[src/rtl/cnn_crop_scheduler.sv]
// Runs NUM_CROPS crops of one frame through a single CNN core and returns all results as one bundle.
// Define CNN_WATCHDOG_EN to add a per-crop timeout that stores all-ones and moves on to the next crop.
module cnn_crop_scheduler #(
    parameter int NUM_CROPS   = 5,
    parameter int RESULT_W    = 160,
    parameter int RST_HOLD    = 16,
    parameter int WDOG_CYCLES = 65535
) (
    input  logic                          clk,
    input  logic                          reset,
    input  logic                          frame_start,
    input  logic [NUM_CROPS-1:0]          crop_ready,
    output logic                          cnn_rst_n,
    output logic                          cnn_ap_start,
    input  logic                          cnn_ap_ready,
    input  logic                          cnn_out_tvalid,
    input  logic [RESULT_W-1:0]           cnn_out_tdata,
    output logic                          cnn_out_tready,
    output logic [$clog2(NUM_CROPS)-1:0]  crop_idx,
    output logic                          res_tvalid,
    input  logic                          res_tready,
    output logic [NUM_CROPS*RESULT_W-1:0] res_tdata,
    output logic                          busy,
    output logic                          timeout_err
);
    localparam int IDX_W  = $clog2(NUM_CROPS);
    localparam int RCNT_W = $clog2(RST_HOLD + 1);

    typedef enum logic [2:0] {RSTH, IDLE, WAIT_CROP, START, WAIT_ACK, WAIT_RES, DONE} state_t;

    state_t                        state_q;
    logic [RCNT_W-1:0]             rcnt_q;
    logic                          rst_n_q, start_q, tready_q, rvalid_q, busy_q;
    logic [IDX_W-1:0]              idx_q;
    logic [NUM_CROPS*RESULT_W-1:0] res_q;
    logic                          running, wd_hit, adv, last_crop;
    logic [RESULT_W-1:0]           slot_d;

    assign running   = state_q inside {START, WAIT_ACK, WAIT_RES};
    assign last_crop = (idx_q == IDX_W'(NUM_CROPS - 1));

`ifdef CNN_WATCHDOG_EN
    localparam int WD_W = $clog2(WDOG_CYCLES + 1);
    logic [WD_W-1:0] wd_q;
    state_t          wd_st_q;
    logic            to_q;

    // wd_st_q lags state_q by one cycle, so a mismatch marks the first cycle in a new state.
    assign wd_hit = running && (state_q == wd_st_q) && (wd_q == WD_W'(WDOG_CYCLES - 1));

    always_ff @(posedge clk or posedge reset) begin
        if (reset) begin
            wd_q    <= '0;
            wd_st_q <= RSTH;
            to_q    <= 1'b0;
        end else begin
            wd_st_q <= state_q;
            if (!running)                wd_q <= '0;
            else if (state_q != wd_st_q) wd_q <= WD_W'(1);
            else                         wd_q <= wd_q + WD_W'(1);
            if (state_q == IDLE && frame_start) to_q <= 1'b0;
            else if (wd_hit)                    to_q <= 1'b1;
        end
    end
    assign timeout_err = to_q;
`else
    assign wd_hit      = 1'b0;
    assign timeout_err = 1'b0;
`endif

    // A captured result and a watchdog expiry both close the current crop the same way.
    always_comb begin
        adv    = wd_hit || (state_q == WAIT_RES && cnn_out_tvalid);
        slot_d = (state_q == WAIT_RES && cnn_out_tvalid) ? cnn_out_tdata : '1;
    end

    always_ff @(posedge clk or posedge reset) begin
        if (reset) begin
            state_q  <= RSTH;
            rcnt_q   <= '0;
            rst_n_q  <= 1'b0;
            start_q  <= 1'b0;
            tready_q <= 1'b0;
            idx_q    <= '0;
            rvalid_q <= 1'b0;
            res_q    <= '0;
            busy_q   <= 1'b0;
        end else if (adv) begin
            res_q[int'(idx_q)*RESULT_W +: RESULT_W] <= slot_d;
            start_q  <= 1'b0;
            tready_q <= 1'b0;
            if (last_crop) begin
                state_q  <= DONE;
                rvalid_q <= 1'b1;
            end else begin
                idx_q   <= idx_q + IDX_W'(1);
                state_q <= WAIT_CROP;
            end
        end else begin
            case (state_q)
                RSTH:
                    if (rcnt_q == RCNT_W'(RST_HOLD - 1)) begin
                        rst_n_q <= 1'b1;
                        state_q <= IDLE;
                    end else begin
                        rcnt_q <= rcnt_q + RCNT_W'(1);
                    end
                IDLE:
                    if (frame_start) begin
                        idx_q   <= '0;
                        busy_q  <= 1'b1;
                        state_q <= WAIT_CROP;
                    end
                WAIT_CROP:
                    if (crop_ready[idx_q]) begin
                        start_q <= 1'b1;
                        state_q <= START;
                    end
                START, WAIT_ACK:
                    if (cnn_ap_ready) begin
                        start_q  <= 1'b0;
                        tready_q <= 1'b1;
                        state_q  <= WAIT_RES;
                    end else begin
                        state_q <= WAIT_ACK;
                    end
                DONE:
                    if (res_tready) begin
                        rvalid_q <= 1'b0;
                        busy_q   <= 1'b0;
                        state_q  <= IDLE;
                    end
                default: ;
            endcase
        end
    end

    assign cnn_rst_n      = rst_n_q;
    assign cnn_ap_start   = start_q;
    assign cnn_out_tready = tready_q;
    assign crop_idx       = idx_q;
    assign res_tvalid     = rvalid_q;
    assign res_tdata      = res_q;
    assign busy           = busy_q;
endmodule

[config.mk]
export PLATFORM = sky130hd
export DESIGN_NAME = cnn_crop_scheduler
export DESIGN_NICKNAME = d
export VERILOG_FILES = /design/src/rtl/cnn_crop_scheduler.sv
export SDC_FILE = /design/constraint.sdc
export NUM_CORES = 2
export LEC_CHECK = 0
export BUFFER_PORTS_ARGS = -buffer_cell sky130_fd_sc_hd__buf_2
export CAP_MARGIN = 10
export CORE_AREA = 3 3 380 382
export DETAILED_ROUTE_END_ITERATION = 6
export DIE_AREA = 0 0 383 385
export PLACE_DENSITY = 0.56
export SLEW_MARGIN = 5
export SYNTH_ARGS = -nofsm -noshare
export SYNTH_HDL_FRONTEND = slang
export SYNTH_SLANG_ARGS = --single-unit
[constraint.sdc]
create_clock -name clk -period 52.7 [get_ports clk]
set_input_delay 5.27 -clock clk [delete_from_list [all_inputs] [get_ports clk]]
set_output_delay 5.27 -clock clk [all_outputs]
set_load 0.05 [all_outputs]
## Word-level counts from Yosys, hierarchy flattened

Cells that the tools add are included.

| cells by class | value |
|---|---|
| add/subtract/negate cells | 3 |
| multiply operators | 1 |
| magnitude comparators | 1 |
| eq/ne operators | 17 |
| shift operators | 2 |
| multiplexer cells | 29 |
| bitwise gates (word level) | 2 |
| reductions and logical operators | 20 |

Operators with widths:

| kind | number |
|---|---|
| bitwise mux 800 bit | 1 |
| variable shift 160 x 33 -> 800 bit, first input constant | 1 |
| variable part select 160 x 33 -> 800 bit | 1 |
| 2-to-1 mux 160 bit | 1 |
| negator 11 -> 33 bit | 1 |
| 2-to-1 mux 3 bit | 10 |
| inequality test 3 bit, second input constant | 5 |
| case mux 3 bit (5 select lines) | 1 |
| AND reduction 3 bit | 5 |
| nonzero test 2 bit | 7 |
| 2-to-1 mux 1 bit | 13 |
| == test 3 bit, second input constant | 4 |
| == test 3 x 2 -> 1 bit, second input constant | 2 |
| multiplier 3 x 3 -> 6 bit, second input constant | 1 |
| inequality test 2 bit, second input constant | 3 |
| nonzero test 6 bit | 1 |
| adder 5 x 1 -> 5 bit, second input constant | 1 |
| == test 5 x 4 -> 1 bit, second input constant | 1 |
| AND reduction 5 bit | 1 |
| < comparator 3 x 4 -> 1 bit, second input constant | 1 |
| case mux 1 bit (2 select lines) | 2 |
| AND reduction 4 bit | 1 |
| adder 3 x 1 -> 3 bit, second input constant | 1 |
| binary-select mux 1 bit (select 3 bit) | 1 |
| other kinds (8) | 9 |

| word-level totals | value |
|---|---|
| register bits | 816 |
| input bits | 171 |
| output and inout port bits | 809 |
| word-level logic and storage cells | 84 |

## Logic depth before layout (Yosys ltp)

| logic depth | value |
|---|---|
| depth after elaboration | 5 |
| gate-level depth with buffers | 15 |
| depth with buffers taken out | 11 |

## Worst setup path before layout

OpenSTA, ideal clock, no wires.

| timing path | value |
|---|---|
| path kind | input-to-reg |
| start | in cnn_out_tvalid |
| end | reg res_q[608], in the netlist res_tdata[608] |
| setup time | 125 ps |
| arrival time | 7144 ps |
| data required time | 52575 ps |
| path slack | 45431 ps |
| stages on the path | 9 |
| buffers on the path | 3 |
| cells stage by stage | and4b_1 -> buf_2 -> and2_1 -> buf_4 -> o21ai_2 -> or4_4 -> o31ai_4 -> buf_6 -> mux2_2 |

| between the ends | value |
|---|---|
| cells in the longest elaborated chain, start to end | 4 |

RTL lines:

| element | RTL line | source |
|---|---|---|
| from (decl) | 16 | `input logic cnn_out_tvalid,` |
| logical AND 1 bit (*) | 73, 74 |  |
| 2-to-1 mux 160 bit | 74 | `slot_d = (state_q == WAIT_RES && cnn_out_tvalid) ? cnn_out_tdata : '1;` |
| variable part select 160 x 33 -> 800 bit | 89 | `res_q[int'(idx_q)*RESULT_W +: RESULT_W] <= slot_d;` |
| bitwise mux 800 bit | 89 |  |
| to (signal, indexed assignment) | 89 |  |
| to (decl) | 35 | `logic [NUM_CROPS*RESULT_W-1:0] res_q;` |

Every way passes the cells marked *; elsewhere a longest branch is shown, timed or not.
A chain may end at the register's enable or synchronous reset.

==> impl_results.md <==
* Post-DP HPWL at 168000 um
* Routed wire length at 223000 um
* Clock latency on the worst-skew pair at 740 ps
* Synth Register Bits at 816
* H-tree Lvls at 3
* Fin area at between 50000 and 60000 um2
* Max incr delay on CP at 930 ps
* Max-slew violations at 0
* Fmax at roughly 0.11 GHz
* CTS tree: done
* Total grt overflow at 0
* Overall power at 4.42 mW
* Setup TNS at 0 ps
* Share of cells above drive strength 1 at 31.1%
* Final setup violating endpoints at 0
* Post-synth EDFFs at 0
* DRT iter0 DRCs at 4686
* Num CTS Buffers at 95
* Commonest non-fill, non-tap cells in the layout: buf_2 (978), dfrtp_1 (815), nand2_1 (521), o21ai_0 (396), nor2_1 (385)
* Via-to-Cell Ratio at 5.60
* DIE HEIGHT at 385 um
* Most common cell after layout, fill and taps aside: buf_2
* Hold slack at 472 ps
* Final Cycle Share at 16.6%
* CP Data Arrival Time at about 9400 ps
* Largest net degree at the start of global routing at 178
* Final ANT Viol Nets at 0
* Synth-to-layout area growth at 25.0%
* Crit-path cells: buf_2, inv_8, buf_4, buf_4, buf_4, buf_4
* Netlist Area Pre-Place at a little over 40000 um2
* Status: finished, final reports clean
* Dpl ws at 43130 ps
* Synth Instances at approximately 4300
* Uppermost routed layer: met5
* Leakage at ~25 nW
* Clock Pin Slew Worst Setup and Hold Paths at roughly 60 ps
* Slew @ Worst Pin at 1430 ps
* First-pass GRT wire length at 305000 um
* Max-slew headroom at 2.06%
* Syn_nets at 4454
* Hold Buf Count CTS at 0
* Seq/Total Area, Yosys at 49.5%
* Final Core Density at a little over a third
* Total number of vias at ~40000
* Syn avg cell area at 9.65 um2
* Asr flop ratio synth at 100%
* Most used DFF post-synth: dfrtp_1
* CTS Root Cell: clkbuf_16
* Post-synthesis cell type count at 84
* Non-Filler Instances at between 7000 and 8000
* # fillers at 14602
* Maximum VDD drop at about 0.00011 V
* Final worst slack at 43950 ps
* Yosys warning total at 0
* Die width at between 300 and 400 um
* Worst Path Buf+Inv at 6
* Type of origin of the critical path: input pin
* Tmin final at 8750 ps
* Routability cong. at 0.987
* Final #Nets at 5241
* Sink Count at 816
* Initial antenna violation count at 44
* IO Pins at 980
* Worst path slowest cell: buf_4
* Total GRT Usage at between 20% and 30%
* Type of the worst setup path: in2async
* DP Cell Count at between 6000 and 7000
* IO Port Bufs at 978
* Cell family with most CP delay: buffers and inverters
* Post-DP Area at around 48000 um2
* Met1 WL at 94800 um
* CTS Buffer Depth at 3
* Critical Path Most Common Cell: buf_4
* Cell area power density at 85.8 nW/um2
* Core Footprint at 141000 um2
* Final Hold Violating Endpoints at 0
* DRT Pass-1 Iters at 6
* Required time of the critical path at around 53000 ps
* Worst setup EP type: async pin
* Initial Utilization at 29.1%
* Cts repair resizes at 0
* Max Cap Violations at 0
* HP Class: reg2reg
* Drt drc at 0
* Routed WL per cell at between 30 and 40 um
* Met2 WL at 95400 um
* Met3 routed WL at 23300 um
* Worst Skew at about 40 ps
* Setup Fix Bufs, Post-CTS at 0
* Die area at 147000 um2
* Number of global-route vias before repair at 37371
* Worst-path fanout max at 101
* Number of placement rows at 138
* Unrepaired setup endpoints after global routing: no
[cells by family (layout without fill, tap and decap cells)]
group / Yosys count / in the layout / share of synthesized area (%)
buffers and inverters: 429 / 1295 / 4.37
multiplexers: 424 / 424 / 11.2
other: 1 / 23 / 0.00910
AO/OA/AOI/OAI: 1416 / 1416 / 22.1
AND/OR/NAND/NOR: 1165 / 1165 / 12.2
XOR/XNOR: 8 / 8 / 0.206
flip-flops: 816 / 816 / 49.5
adder cells (fa/ha/maj): 12 / 12 / 0.364
[metal layers]
metal | vias to the layer above | global-route usage [%]
li1 | 16910 | -
met1 | 19949 | 39.5
met2 | 2241 | 43.4
met3 | 390 | 9.11
met4 | 18 | 10.9
met5 | - | 0
[final timing paths]
kind | from | to | slack [ps] | cells past startpoint
max | reset | res_tdata[28] | 43950 | 6
min in group asynchronous | reset | res_tdata[799] | 4680 | 2
min reg2reg | res_tdata[140] | res_tdata[140] | 470 | 2
max reg2reg | crop_idx[0] | res_tdata[737] | 47110 | 10
max in group clk | cnn_out_tvalid | res_tdata[628] | 44640 | 8
min | res_tdata[140] | res_tdata[140] | 470 | 2
[power breakdown]
part           leakage, nW  switching (mW)  internal (mW)
clock                 1.69           0.296          0.430
combinational         12.5            2.14          0.691
sequential            11.3          0.0933          0.766
[state kept, by name (all words and copies together) (netlist names), 3 cells and up]
| register | cells |
|---|---|
| res_tdata | 800 |
| rcnt_q | 5 |
| crop_idx | 3 |
| state_q | 3 |
[synth_stat cells (4+ instances only)]
library cell | instances | area, um2
inv_1 | 42 | 158
o211ai_1 | 16 | 120
a221oi_1 | 31 | 272
o21bai_1 | 35 | 263
buf_4 | 6 | 45.0
buf_1 | 38 | 143
o2bb2ai_1 | 94 | 823
mux2_2 | 285 | 3210
a22o_1 | 32 | 280
nand3_1 | 24 | 120
mux2_1 | 6 | 67.6
ha_1 | 12 | 150
buf_6 | 13 | 146
o21ai_1 | 8 | 40.0
nor2b_1 | 67 | 419
nor2_1 | 392 | 1470
dfrtp_1 | 816 | 20400
o21ai_0 | 397 | 1990
or2_2 | 4 | 25.0
nor3_1 | 7 | 35.0
a211oi_1 | 51 | 383
nor3b_1 | 4 | 30.0
or3_1 | 5 | 31.3
mux2i_1 | 132 | 1320
nand2b_1 | 106 | 663
a21oi_1 | 306 | 1530
a2bb2oi_1 | 34 | 298
nand2_1 | 526 | 1970
o22a_1 | 113 | 990
a21o_1 | 15 | 113
o22ai_1 | 193 | 1210
clkbuf_1 | 273 | 1020
buf_2 | 55 | 275
a22oi_1 | 63 | 473
[layout make-up]
type	instances	area [um2]	area share, %
diodes	22	55.1	0.107
clock buffers	129	2720	5.27
flip-flops and latches	816	20400	39.6
clock inverters	47	769	1.49
inverters	43	169	0.328
well taps	1890	2360	4.59
repair buffers	1076	5670	11.0
multi-input cells	3026	19300	37.6
[worst register-to-register path, delay by kind of cell, from the launching register on]
kind / cells / cell delay (ps)
adders and majority gates: 1 / 490
AOI/OAI and AO/OA: 2 / 970
buffers and inverters: 3 / 1920
DFF: 1 / 600
and+or+nand+nor: 3 / 1350
xor gates and xnor gates: 1 / 170
Note: power is estimated with default switching activity, not from simulation.
